[config.mk]
export PLATFORM = sky130hd
export DESIGN_NAME = instr_fetch_ctrl
export DESIGN_NICKNAME = d
export VERILOG_FILES = /design/src/rtl/instr_fetch_ctrl.sv
export SDC_FILE = /design/constraint.sdc
export NUM_CORES = 1
export LEC_CHECK = 0
export ABC_CLOCK_PERIOD_IN_PS = 1700
export CORE_UTILIZATION = 40
export CTS_BUF_LIST = sky130_fd_sc_hd__clkbuf_2 sky130_fd_sc_hd__clkbuf_4 sky130_fd_sc_hd__clkbuf_8
export DETAILED_ROUTE_END_ITERATION = 10
export GPL_ROUTABILITY_DRIVEN = 1
export PLACE_DENSITY = 0.77
export REMOVE_ABC_BUFFERS = 1
export SETUP_SLACK_MARGIN = 0.1
export SLEW_MARGIN = 0
export SYNTH_ARGS = -nofsm -noshare
export SYNTH_HDL_FRONTEND = slang
export SYNTH_SLANG_ARGS = --single-unit
[constraint.sdc]
create_clock -name Clock -period 1.7 [get_ports Clock]
set_input_delay 0.17 -clock Clock [delete_from_list [all_inputs] [get_ports Clock]]
set_output_delay 0.17 -clock Clock [all_outputs]
set_load 0.01 [all_outputs]
[src/rtl/instr_fetch_ctrl.sv]
// instr_fetch_ctrl
//   Initiator-side controller for the 32x20 main memory. It fetches instructions
//   sequentially from the PC. For the copy-input opcode, it also fetches the
//   trailing immediate word. MEM-stage one-word stores share the same memory port.
//   The fetched words are presented to the IF/ID pipeline register.
//
// Ports
//   Clock, Resetn             clock, asynchronous active-low reset
//   stall                     ID not ready: hold a valid instruction, no new fetch
//   flush, flush_pc           redirect the PC
//   st_req, st_addr, st_data  store request, held until st_ack
//   st_ack                    one-cycle pulse when the store has been committed
//   mem_addr/mem_data/mem_wr_en  memory port (memory writes on negedge Clock)
//   mem_q                     combinational read data for mem_addr
//   instr, imm, instr_valid, imm_valid, pc_out   fetch results to ID
//
// Configuration
//   FETCH_PERF_EN  adds saturating counters fetch_cnt and store_cnt
//
// state   | meaning
// S_FETCH | fetch the word at pc (or hold while stalled)
// S_IMM   | fetch the immediate word of a two-word instruction
// S_STORE | memory port drives the latched store for one cycle
module instr_fetch_ctrl #(
    parameter int                ADDR_W     = 5,
    parameter int                DATA_W     = 20,
    parameter logic [3:0]        IMM_OPCODE = 4'b1111,
    parameter logic [ADDR_W-1:0] RESET_PC   = '0
) (
    input  logic              Clock,
    input  logic              Resetn,
    input  logic              stall,
    input  logic              flush,
    input  logic [ADDR_W-1:0] flush_pc,
    input  logic              st_req,
    input  logic [ADDR_W-1:0] st_addr,
    input  logic [DATA_W-1:0] st_data,
    output logic              st_ack,
`ifdef FETCH_PERF_EN
    output logic [15:0]       fetch_cnt,
    output logic [15:0]       store_cnt,
`endif
    output logic [ADDR_W-1:0] mem_addr,
    output logic [DATA_W-1:0] mem_data,
    output logic              mem_wr_en,
    input  logic [DATA_W-1:0] mem_q,
    output logic [DATA_W-1:0] instr,
    output logic [DATA_W-1:0] imm,
    output logic              instr_valid,
    output logic              imm_valid,
    output logic [ADDR_W-1:0] pc_out
);

    typedef enum logic [1:0] {
        S_FETCH = 2'd0,
        S_IMM   = 2'd1,
        S_STORE = 2'd2
    } state_e;

    state_e              state_q, state_d;
    state_e              ret_q, ret_d;
    logic [ADDR_W-1:0]   pc_q, pc_d;
    logic [DATA_W-1:0]   instr_q, instr_d;
    logic [DATA_W-1:0]   imm_q, imm_d;
    logic                iv_q, iv_d;
    logic                imv_q, imv_d;
    logic                ack_q, ack_d;
    logic [ADDR_W-1:0]   st_addr_q, st_addr_d;
    logic [DATA_W-1:0]   st_data_q, st_data_d;
    logic                store_go;
    logic                instr_done;

    always_comb begin
        state_d    = state_q;
        ret_d      = ret_q;
        pc_d       = pc_q;
        instr_d    = instr_q;
        imm_d      = imm_q;
        iv_d       = iv_q;
        imv_d      = imv_q;
        ack_d      = 1'b0;
        st_addr_d  = st_addr_q;
        st_data_d  = st_data_q;
        instr_done = 1'b0;
        // A request still high during its own ack cycle is the one just stored.
        store_go   = st_req && !ack_q;

        unique case (state_q)
            S_FETCH: begin
                if (flush) begin
                    pc_d  = flush_pc;
                    iv_d  = 1'b0;
                    imv_d = 1'b0;
                end else if (store_go) begin
                    st_addr_d = st_addr;
                    st_data_d = st_data;
                    ret_d     = S_FETCH;
                    state_d   = S_STORE;
                end else if (stall && iv_q) begin
                    // ID holds the current instruction; keep everything
                end else begin
                    instr_d = mem_q;
                    pc_d    = pc_q + ADDR_W'(1);
                    imv_d   = 1'b0;
                    if (mem_q[DATA_W-1 -: 4] == IMM_OPCODE) begin
                        iv_d    = 1'b0;
                        state_d = S_IMM;
                    end else begin
                        iv_d       = 1'b1;
                        instr_done = 1'b1;
                    end
                end
            end
            S_IMM: begin
                if (flush) begin
                    pc_d    = flush_pc;
                    iv_d    = 1'b0;
                    imv_d   = 1'b0;
                    state_d = S_FETCH;
                end else if (store_go) begin
                    st_addr_d = st_addr;
                    st_data_d = st_data;
                    ret_d     = S_IMM;
                    state_d   = S_STORE;
                end else begin
                    imm_d      = mem_q;
                    pc_d       = pc_q + ADDR_W'(1);
                    iv_d       = 1'b1;
                    imv_d      = 1'b1;
                    instr_done = 1'b1;
                    state_d    = S_FETCH;
                end
            end
            S_STORE: begin
                ack_d   = 1'b1;
                state_d = ret_q;
            end
            default: state_d = S_FETCH;
        endcase
    end

    always_ff @(posedge Clock or negedge Resetn) begin
        if (!Resetn) begin
            state_q   <= S_FETCH;
            ret_q     <= S_FETCH;
            pc_q      <= RESET_PC;
            instr_q   <= '0;
            imm_q     <= '0;
            iv_q      <= 1'b0;
            imv_q     <= 1'b0;
            ack_q     <= 1'b0;
            st_addr_q <= '0;
            st_data_q <= '0;
        end else begin
            state_q   <= state_d;
            ret_q     <= ret_d;
            pc_q      <= pc_d;
            instr_q   <= instr_d;
            imm_q     <= imm_d;
            iv_q      <= iv_d;
            imv_q     <= imv_d;
            ack_q     <= ack_d;
            st_addr_q <= st_addr_d;
            st_data_q <= st_data_d;
        end
    end

    // The port follows the state register directly, so reset drops wr_en at once.
    assign mem_wr_en   = (state_q == S_STORE);
    assign mem_addr    = mem_wr_en ? st_addr_q : pc_q;
    assign mem_data    = mem_wr_en ? st_data_q : '0;

    assign st_ack      = ack_q;
    assign instr       = instr_q;
    assign imm         = imm_q;
    assign instr_valid = iv_q;
    assign imm_valid   = imv_q;
    assign pc_out      = pc_q;

`ifdef FETCH_PERF_EN
    logic [15:0] fetch_cnt_q, fetch_cnt_d;
    logic [15:0] store_cnt_q, store_cnt_d;

    always_comb begin
        fetch_cnt_d = fetch_cnt_q;
        store_cnt_d = store_cnt_q;
        if (instr_done && fetch_cnt_q != 16'hFFFF) fetch_cnt_d = fetch_cnt_q + 16'd1;
        if (ack_d && store_cnt_q != 16'hFFFF)      store_cnt_d = store_cnt_q + 16'd1;
    end

    always_ff @(posedge Clock or negedge Resetn) begin
        if (!Resetn) begin
            fetch_cnt_q <= '0;
            store_cnt_q <= '0;
        end else begin
            fetch_cnt_q <= fetch_cnt_d;
            store_cnt_q <= store_cnt_d;
        end
    end

    assign fetch_cnt = fetch_cnt_q;
    assign store_cnt = store_cnt_q;
`endif

endmodule

==> flow_summary.yaml <==
status:
  status: "finished clean"
setup_path:
  critPathMaxStageDelay_ns: 0.37
  cp_top_family: "flip-flops"
  path_buf_inv: 3
  setup.worst_path.start: "state_q[1]$_DFFE_PN0P_"
  worst-setup-path-type: "flop to output port"
  critPathCapture: "mem_addr[4]"
  critPathArrivalTime_ns: 1.48
  r2r_start: "state_q[1]$_DFFE_PN0P_"
  crit_path_cell_trace: "inv_2 > nor2_4 > buf_12 > mux2_4 > buf_6"
  critical_path_peak_fanout: 8
  r2r_cells: 5
  required_ns: 1.53
  cpMaxStageDelayCell: "dfrtp_1"
  ff2ff_setup_slack_ns: 0.15
  cp-end-kind: "output port"
  worstSetupStartpointType: "flop"
  timing.rr.end: "st_data_q[4]$_DFFE_PN0P_"
  path_depth: 5
timing:
  rsz0062_at_grt: "yes"
  fmax_mhz: 606.0
  fin_crit_sh: 0.9707
  fin_skew_ns: 0.006591
  worst_pin_slew_ns: 0.3689
  finalCriticalPeriod_ns: 1.650
  drv_slew: 0
  finalSetupViolCount: 0
  hold_viol: 0
  relSlewSlack: 0.7541
drt:
  drt.antenna.violating_nets: 0
  routed_via_density: 4.907
  drc_errors: 0
  drt-wirelength-per-cell_um: 15.53
  drt-pass1-iter-count: 4
  dr_total_vias: 2365
  wl_um: 7484
  drtIter0Drc: 64
cells_and_area:
  seq_area_um2: 1906
  layout-drive-gt1-share: 0.4263
  num-nets-final: 431
  final_cells: 482
  multi_input_area_um2: 1285
  n_fill_cell: 561
  layout_common_cells: "clkdlybuf4s50_1 (101), dfrtp_1 (73), mux2_2 (66)"
  fin_util: 0.6690
  insertedDiodeCount: 0
  final_common_cell: "clkdlybuf4s50_1"
  area_growth_syn_to_layout_pct: 61.28
min_path:
  hp-class: "input port to async pin"
global_route:
  grt_max_degree: 38
  antenna_found_initial: 0
  overflow: 0
  grtUsageTotal: 0.1851
  grt_pass1_wl_um: 11950
  grt_pass1_vias: 2515
cts:
  clk_pin_slew_worst_paths_ns: 0.08
  clock_latency_ns: 0.34
  cts_root_buffer: "clkbuf_8"
  cts_inserted_buffers: 9
  cts.path.max_buffers: 2
  cts_tree: "built"
  htreeDepth: 3
  clock_sinks: 76
floorplanning:
  io_pins: 129
  core_region_area_um2: 7727
  num_rows: 32
  die-height_um: 91.52
  die-area_um2: 8376
  dieWidth_um: 91.52
  initial_core_util: 0.4148
synth:
  yosys.area.top_type: "dfrtp_1"
  ys_seq_area_frac: 0.5933
  ys_seq_elements: 76
  synth_top_area_share: 0.5933
  synthCells: 225
  ys_types: 31
  synth_area_um2: 3206
  syn_area_per_cell_um2: 14.25
  yosysWarnings: 0
  synthTopCellsByArea: "dfrtp_1 (59%), mux2_2 (25%), and2_1 (4.1%), nand3_1 (1.4%), buf_6 (1.1%)"
placement:
  portBuffers: 128
  dp_hpwl_um: 5092
  gp_congestion: 0.7988
  dp.cells: 459
power_and_ir_drop:
  powerDensity_nw_per_um2: 1084
  p_leak_nw: 2.285
  power.total_mw: 5.603
  vdd_drop_max_mv: 0.6840
job:
  drv_cap: 0
## cell families after synthesis
kind of cell,Yosys count,synth area share
buffers and inverters,14,0.02732
muxes,71,0.2494
and+or+nand+nor,49,0.09407
adders and majority gates,1,0.003903
AOI/OAI and AO/OA,14,0.03201
DFF,76,0.5933
## how the worst min path moves through the flow
| stage | from | end | slack (ns) | depth (start not counted) |
|---|---|---|---|---|
| after floorplan | Resetn | imm[0]$_DFFE_PN0P_ | -0.13 | 0 |
| after global placement | Resetn | instr[11]$_DFFE_PN0P_ | 0.02 | 1 |
| after CTS | Resetn | instr[2]$_DFFE_PN0P_ | 0.19 | 2 |
| after global routing | Resetn | imm[11]$_DFFE_PN0P_ | 0.19 | 2 |
| after detailed placement | Resetn | instr[11]$_DFFE_PN0P_ | 0.02 | 1 |
| final | Resetn | imm[11]$_DFFE_PN0P_ | 0.21 | 2 |
## cells in the mapped netlist, drive strengths merged
cell type  instances
nor2b              1
a22oi              3
nand4              1
o21ai              2
nand2              8
nor2               3
ha                 1
a31o               1
and4b              1
nor3               1
buf               10
mux2              71
or4                1
nand2b             1
and3               1
and2              21
o41ai              1
nand3b             1
a21oi              1
a31oi              1
clkbuf             1
inv                3
o311ai             1
nand3              9
o211ai             2
dfrtp             76
a32oi              2
## stage by stage
stage | setup TNS [ns] | hold WS [ns] | cell area [um2] | worst slack [ns]
after floorplan | -3.918 | -0.1256 | 3129 | -0.09115
after global placement | 0 | 0.01815 | 4723 | 0.007348
after detailed placement | -0.7223 | 0.02458 | 4723 | -0.03728
after CTS | -0.07188 | 0.1862 | 4990 | -0.01288
after global routing | -0.1907 | 0.1932 | 5170 | -0.04424
final | 0 | 0.2058 | 5170 | 0.04984
## flip-flops by register name, summed over array words and instances, names as in the netlist
signal       cells
imm             20
instr           20
st_data_q       20
pc_out           5
st_addr_q        5
state_q          2
imm_valid        1
instr_valid      1
ret_q            1
st_ack           1
## power by group
part	total, mW	switching [mW]	leakage, nW	internal [mW]
Sequential	2.37	0.206	0.932	2.17
Clock	1.64	0.642	0.124	0.994
Combinational	1.59	0.558	1.23	1.03
Total	5.60	1.41	2.29	4.20
## final cells by class
| class | count | share of cell area |
|---|---|---|
| Timing Repair Buffer | 150 | 0.3088 |
| Multi-Input combinational cell | 135 | 0.2485 |
| Sequential cell | 76 | 0.3686 |
| Clock inverter | 6 | 0.02178 |
| Clock buffer | 10 | 0.02541 |
| Inverter | 3 | 0.002178 |
| Tap cell | 102 | 0.02469 |
## worst reg2reg max path, cell delays in order (launching register included)
cell and delay (ns):
dfrtp_1 0.40, buf_4 0.19, nor3_4 0.20, buf_12 0.14, clkbuf_16 0.17, mux2_2 0.34
## per-layer routing
layer  GRT usage  part of all wire
met2      0.2826              0.47
met3      0.1089              0.11
met5           0                 0
met1      0.2180              0.41
met4     0.05820             0.010
## what timing repair did
item                                    4_1_cts  5_1_grt
gates resized for setup                     119       37
endpoints found under the hold margin        60        0
pin swaps                                     2       11
buffers inserted                              3        3
gates cloned                                  1        2
endpoints found under the setup margin       26       97
hold buffers                                  1        0
(Power assumes the default switching activity.)
